===== src/rtl/inst_encoder.sv =====
// RV32I instruction encoder: packs decoded fields into a 32-bit word behind a
// single-entry valid/ready output register with a sequential load address.
module inst_encoder #(
  parameter int unsigned ADDR_W    = 14,
  parameter int unsigned BASE_ADDR = 0
) (
  input  logic              clk,
  input  logic              rst,
  input  logic              in_valid,
  output logic              in_ready,
  input  logic [6:0]        opcode,
  input  logic [4:0]        rd,
  input  logic [2:0]        funct3,
  input  logic [4:0]        rs1,
  input  logic [4:0]        rs2,
  input  logic [6:0]        funct7,
  input  logic [31:0]       imm,
  output logic              out_valid,
  input  logic              out_ready,
  output logic [31:0]       inst,
  output logic [ADDR_W-1:0] addr,
  output logic              err,
  output logic              err_sticky,
  output logic [15:0]       word_count
);

  localparam logic [31:0]       NOP  = 32'h0000_0013;
  localparam logic [ADDR_W-1:0] BASE = ADDR_W'(BASE_ADDR);

  typedef enum logic [2:0] {
    FMT_R, FMT_I, FMT_S, FMT_SB, FMT_UJ, FMT_U, FMT_BAD
  } fmt_e;

  fmt_e        w_fmt;
  logic        w_ext11, w_ext12, w_ext20, w_ext19;
  logic        w_ok;
  logic [31:0] w_packed;
  logic [31:0] w_enc_inst;
  logic        w_enc_err;
  logic        w_in_hs, w_out_hs;

  logic              r_out_valid;
  logic [31:0]       r_inst;
  logic              r_err;
  logic              r_err_sticky;
  logic [ADDR_W-1:0] r_addr;
  logic [15:0]       r_word_count;

  // Sign-extension checks: upper bits must be a pure copy of the field's top bit.
  assign w_ext11 = (&imm[31:11]) | ~(|imm[31:11]);
  assign w_ext12 = (&imm[31:12]) | ~(|imm[31:12]);
  assign w_ext20 = (&imm[31:20]) | ~(|imm[31:20]);
  assign w_ext19 = (&imm[31:19]) | ~(|imm[31:19]);

  always_comb begin
    w_fmt = FMT_BAD;
    case (opcode)
      7'b1101111:             w_fmt = FMT_UJ;
      7'b1100011:             w_fmt = FMT_SB;
      7'b0100011:             w_fmt = FMT_S;
      7'b0010011, 7'b0000011: w_fmt = FMT_I;
      7'b0110111, 7'b0010111: w_fmt = FMT_U;
      7'b0110011:             w_fmt = FMT_R;
      default:                w_fmt = FMT_BAD;
    endcase
  end

  always_comb begin
    w_ok     = 1'b0;
    w_packed = NOP;
    case (w_fmt)
      FMT_R: begin
        w_ok     = 1'b1;
        w_packed = {funct7, rs2, rs1, funct3, rd, opcode};
      end
      FMT_I: begin
        w_ok     = w_ext11;
        w_packed = {imm[11:0], rs1, funct3, rd, opcode};
      end
      FMT_S: begin
        w_ok     = w_ext11;
        w_packed = {imm[11:5], rs2, rs1, funct3, imm[4:0], opcode};
      end
      FMT_SB: begin
        w_ok     = w_ext12 & ~imm[0];
        w_packed = {imm[12], imm[10:5], rs2, rs1, funct3, imm[4:1], imm[11], opcode};
      end
      FMT_UJ: begin
        w_ok     = w_ext20 & ~imm[0];
        w_packed = {imm[20], imm[10:1], imm[11], imm[19:12], rd, opcode};
      end
      FMT_U: begin
        w_ok     = w_ext19;
        w_packed = {imm[19:0], rd, opcode};
      end
      default: begin
        w_ok     = 1'b0;
        w_packed = NOP;
      end
    endcase
    w_enc_err  = ~w_ok;
    w_enc_inst = w_ok ? w_packed : NOP;
  end

  assign in_ready = ~r_out_valid | out_ready;
  assign w_in_hs  = in_valid & in_ready;
  assign w_out_hs = r_out_valid & out_ready;

  always_ff @(posedge clk) begin
    if (rst) begin
      r_out_valid  <= 1'b0;
      r_inst       <= '0;
      r_err        <= 1'b0;
      r_err_sticky <= 1'b0;
      r_addr       <= BASE;
      r_word_count <= '0;
    end else begin
      if (w_in_hs) begin
        r_inst <= w_enc_inst;
        r_err  <= w_enc_err;
        if (w_enc_err) r_err_sticky <= 1'b1;
      end
      // addr tracks words handed off, so a word loaded alongside a handoff
      // is presented at the advanced address.
      if (w_out_hs) begin
        r_addr <= r_addr + ADDR_W'(1);
        if (r_word_count != '1) r_word_count <= r_word_count + 16'd1;
      end
      if (w_in_hs)       r_out_valid <= 1'b1;
      else if (w_out_hs) r_out_valid <= 1'b0;
    end
  end

  assign out_valid  = r_out_valid;
  assign inst       = r_inst;
  assign addr       = r_addr;
  assign err        = r_err;
  assign err_sticky = r_err_sticky;
  assign word_count = r_word_count;

endmodule

===== config.mk =====
export PLATFORM = sky130hd
export DESIGN_NAME = inst_encoder
export DESIGN_NICKNAME = d
export VERILOG_FILES = /design/src/rtl/inst_encoder.sv
export SDC_FILE = /design/constraint.sdc
export NUM_CORES = 1
export LEC_CHECK = 0
export ABC_AREA = 1
export CAP_MARGIN = 15
export CORE_MARGIN = 2
export CORE_UTILIZATION = 45
export DETAILED_ROUTE_END_ITERATION = 8
export GPL_ROUTABILITY_DRIVEN = 0
export GPL_TIMING_DRIVEN = 0
export PLACE_DENSITY = 0.81
export SKIP_LAST_GASP = 1
export SYNTH_ARGS = -nofsm -noshare
export SYNTH_HDL_FRONTEND = slang
export SYNTH_SLANG_ARGS = --single-unit

===== constraint.sdc =====
create_clock -name clk -period 2.21 [get_ports clk]
set_clock_uncertainty 0.1 [all_clocks]
set_input_delay 0.442 -clock clk [delete_from_list [all_inputs] [get_ports clk]]
set_output_delay 0.442 -clock clk [all_outputs]
set_load 0.03 [all_outputs]

==> out/metrics.csv <==
stage,metric,value,unit
yosys,syn_avg_cell_area,6.409,µm²
yosys,synth_area_leader_cell,dfxtp_1,
detailed_routing,remaining_drc_errors,0,
clock_tree,htreeDepth,3,
worst_setup_path,startpoint_type,input port,
yosys,synth_area,3679,µm²
timing,worst_pin_slew,0.6074,ns
detailed_routing,wl_per_cell,14.69,µm
cells_and_area,post-route-util,0.6913,
clock_tree,clock_tree.buffer_depth,2,
clock_tree,numCtsBuffers,9,
yosys,synth_warnings,0,
detailed_routing,ant_nets,0,
timing,fin_crit_sh,0.9538,
timing,period_needed,2.108,ns
timing,maxSlewViolCount,0,
global_routing,antenna_found_initial,0,
worst_setup_path,critPathKind,in -> reg,
hold_path,hold_path_class,reg -> reg,
placement,io_buffers,133,
clock_tree,insertion_delay,0.35,ns
outcome,status,"complete, no violations",
clock_tree,cts_tree,yes,
worst_setup_path,cp.arrival,2.24,ns
hold_path,hold_end,addr[10],
timing,whs,0.3872,ns
cells_and_area,fin_cells,826,
worst_setup_path,crit_fanout,10,
clock_tree,clk_pin_slew,0.08,ns
detailed_routing,via_count,4404,
hold_path,hp-start,addr[10],
clock_tree,postCtsHoldBufs,0,
timing,setup_viol,0,
timing,max_clock_freq,474.4,MHz
global_routing,grt_pass1_wl,19360,µm
timing,slew_headroom,0.5951,
global_routing,grt-ovfl-total,0,
cells_and_area,antennaDiodeCount,0,
yosys,synth_area_leaders,"dfxtp_1, nand2_1, nor2_1",
detailed_routing,drt_wl_total,12140,µm
timing,rsz0062_at_grt,yes,
floorplanning,start_util,0.4712,
timing,finalHoldViolCount,0,
power,power.density,540.2,nW/µm²
power,p_leak,0.002159,µW
power,swShare,0.2826,
cells_and_area,final.fill_count,706,
power,share_comb_of_total_power,0.189,
yosys,ys_seq_area_frac,0.3537,
cells_and_area,syn_to_final_growth,46.73,%
floorplanning,io_pins,134,
power,p_sw,824.1,µW
power,p_int,2092,µW
floorplanning,die_area,8913,µm²
floorplanning,row_count,32,
worst_setup_path,rr_endpoint,inst[19],
yosys,synth_top_area_frac,0.3537,
global_routing,gr-usage-all-layers,0.2762,
detailed_routing,viasPerCell,5.332,
flow_run,maxCapViolCount,0,
worst_setup_path,end_kind,register,
clock_tree,cts.sinks,65,
detailed_routing,drtIter0Drc,423,
worst_setup_path,reg2reg_slack,0.33,ns
yosys,syn_inst,574,
cells_and_area,nets,789,
global_routing,grt_pass1_vias,4170,
floorplanning,die_w,94.41,µm
yosys,synth_cell_types,33,
clock_tree,clockRootBuffer,clkbuf_8,
placement,dp_cells,809,
worst_setup_path,r2r-start,out_valid,
placement,dpl.hpwl,9381,µm
floorplanning,fp.dieH,94.41,µm
cells_and_area,drive_above_1_share,0.08564,
power,irDropWorstVdd,0.4615,mV
power,seqPwrFrac,0.423,
floorplanning,core,7807,µm²
worst_setup_path,r2r_cells,7,
global_routing,grt_start_max_net_pins,13,
yosys,ys_ff_latch,65,
detailed_routing,dr.pass1.iters,7,
yosys,synth_fp_nets,644,
worst_setup_path,worst_ep_required_time,2.34,ns
power,p_clk_frac,0.388,
hold_path,whs_path_depth,2,
==> cells in the final DEF, fill, tap and decap left out, drive strengths merged <==
cell type,netlist,routed
a211oi,2,2
a21oi,44,44
and3,2,2
buf,5,6
bufinv,0,2
clkbuf,10,20
clkdlybuf4s50,0,129
clkinv,1,4
dfxtp,65,65
dlygate4sd2,0,1
dlymetal6s2s,0,3
ha,2,2
inv,64,65
nand2,164,164
nand3,21,21
nand4,15,15
nor2,94,94
nor3,15,15
nor3b,5,5
o2111ai,7,7
o211ai,1,1
o21a,1,1
o21ai,50,50
xnor2,3,3
xor2,3,3
==> power by group through the flow <==
stage | logic (µW) | registers [µW] | clock network [µW]
final | 551 | 1230 | 1130
after global routing | 594 | 1240 | 1190
after CTS | 545 | 1230 | 1140
after detailed placement | 542 | 1260 | 0
after global placement | 532 | 1260 | 0
after floorplan | 188 | 1330 | 0
==> cells by family (layout without fill, tap and decap cells) <==
| kind of cell | count (synthesis) | after routing | synth area share |
|---|---|---|---|
| AOI/OAI and AO/OA | 105 | 105 | 0.1537 |
| xor gates and xnor gates | 6 | 6 | 0.01429 |
| adders and majority gates | 2 | 2 | 0.006802 |
| buffers and inverters | 80 | 230 | 0.08843 |
| DFF | 65 | 65 | 0.3537 |
| and+or+nand+nor | 316 | 316 | 0.3830 |
==> metal layers <==
| layer | share of wire | global-route usage | vias up |
|---|---|---|---|
| li1 | - | - | 2154 |
| met1 | 0.41 | 0.3433 | 2014 |
| met2 | 0.48 | 0.4571 | 198 |
| met3 | 0.083 | 0.06704 | 38 |
| met4 | 0.026 | 0.1184 | 0 |
| met5 | 0 | 0 | - |
==> worst max path at each step <==
stage | from | end | slack (ns)
floorplan | out_valid | inst[16] | 0.26
global placement | opcode[1] | inst[9] | -0.28
detailed placement | opcode[3] | inst[9] | -0.30
CTS | opcode[3] | inst[30] | 0.05
global route | out_ready | inst[19] | -0.04
finish | out_ready | inst[19] | 0.10
==> registers in the layout, summed over array words and instances, names as in the netlist <==
| signal | count |
|---|---|
| inst | 32 |
| word_count | 16 |
| addr | 14 |
| err | 1 |
| err_sticky | 1 |
| out_valid | 1 |
==> worst max-delay path: stages <==
cell	delay (ns)
clkdlybuf4s50_1	0.49
inv_1	0.05
nand2_1	0.09
nand2_1	0.08
clkinv_1	0.21
clkbuf_1	0.40
o2111ai_1	0.25
o21ai_0	0.17
nor2_2	0.06
==> timing repair <==
item | in CTS | in global routing
buffers inserted | 0 | 1
resized for setup | 1 | 14
endpoints found under the setup margin | 1 | 25
pin swaps | 0 | 1
cloned | 0 | 0
==> synthesized netlist by cell type <==
| master | instances |
|---|---|
| inv_1 | 61 |
| nand3_1 | 17 |
| o21ai_0 | 49 |
| dfxtp_1 | 65 |
| nand2_4 | 1 |
| buf_2 | 2 |
| nand3_2 | 3 |
| nand2_2 | 1 |
| a211oi_1 | 2 |
| buf_6 | 3 |
| clkbuf_1 | 10 |
| nor3b_1 | 4 |
| nand2_1 | 162 |
| o2111ai_1 | 7 |
| nor3_2 | 1 |
| nand3_4 | 1 |
| nand4_1 | 15 |
| nor2_2 | 20 |
| nor2_4 | 1 |
| nor3_1 | 13 |
| inv_2 | 3 |
| xor2_1 | 3 |
| a21oi_1 | 44 |
| o211ai_1 | 1 |
| nor3_4 | 1 |
| o21a_1 | 1 |
| nor3b_2 | 1 |
| and3_1 | 2 |
| o21ai_2 | 1 |
| xnor2_1 | 3 |
| ha_1 | 2 |
| nor2_1 | 73 |
| clkinv_1 | 1 |
==> final cells by class <==
| class | instances | area [µm²] | area share |
|---|---|---|---|
| clock buffer | 10 | 127.6 | 0.02364 |
| inverter | 65 | 244.0 | 0.04520 |
| buffer | 15 | 83.83 | 0.01553 |
| clock inverter | 6 | 91.34 | 0.01692 |
| timing repair buffer | 134 | 1345 | 0.2492 |
| tap | 102 | 127.6 | 0.02364 |
| sequential | 65 | 1301 | 0.2411 |
| multi-input combinational | 429 | 2077 | 0.3848 |
==> metrics by stage <==
step                cell area [µm²]  setup TNS, ns  total power [µW]  setup slack (ns)
global route                   5398       -0.08248              3025          -0.03615
global placement               5137         -6.513              1790           -0.2760
finish                         5398              0              2916            0.1022
detailed placement             5137         -7.479              1802           -0.3005
floorplan                      3679              0              1517            0.2585
CTS                            5355              0              2923           0.04803
Note: power is estimated with default switching activity, not from simulation.
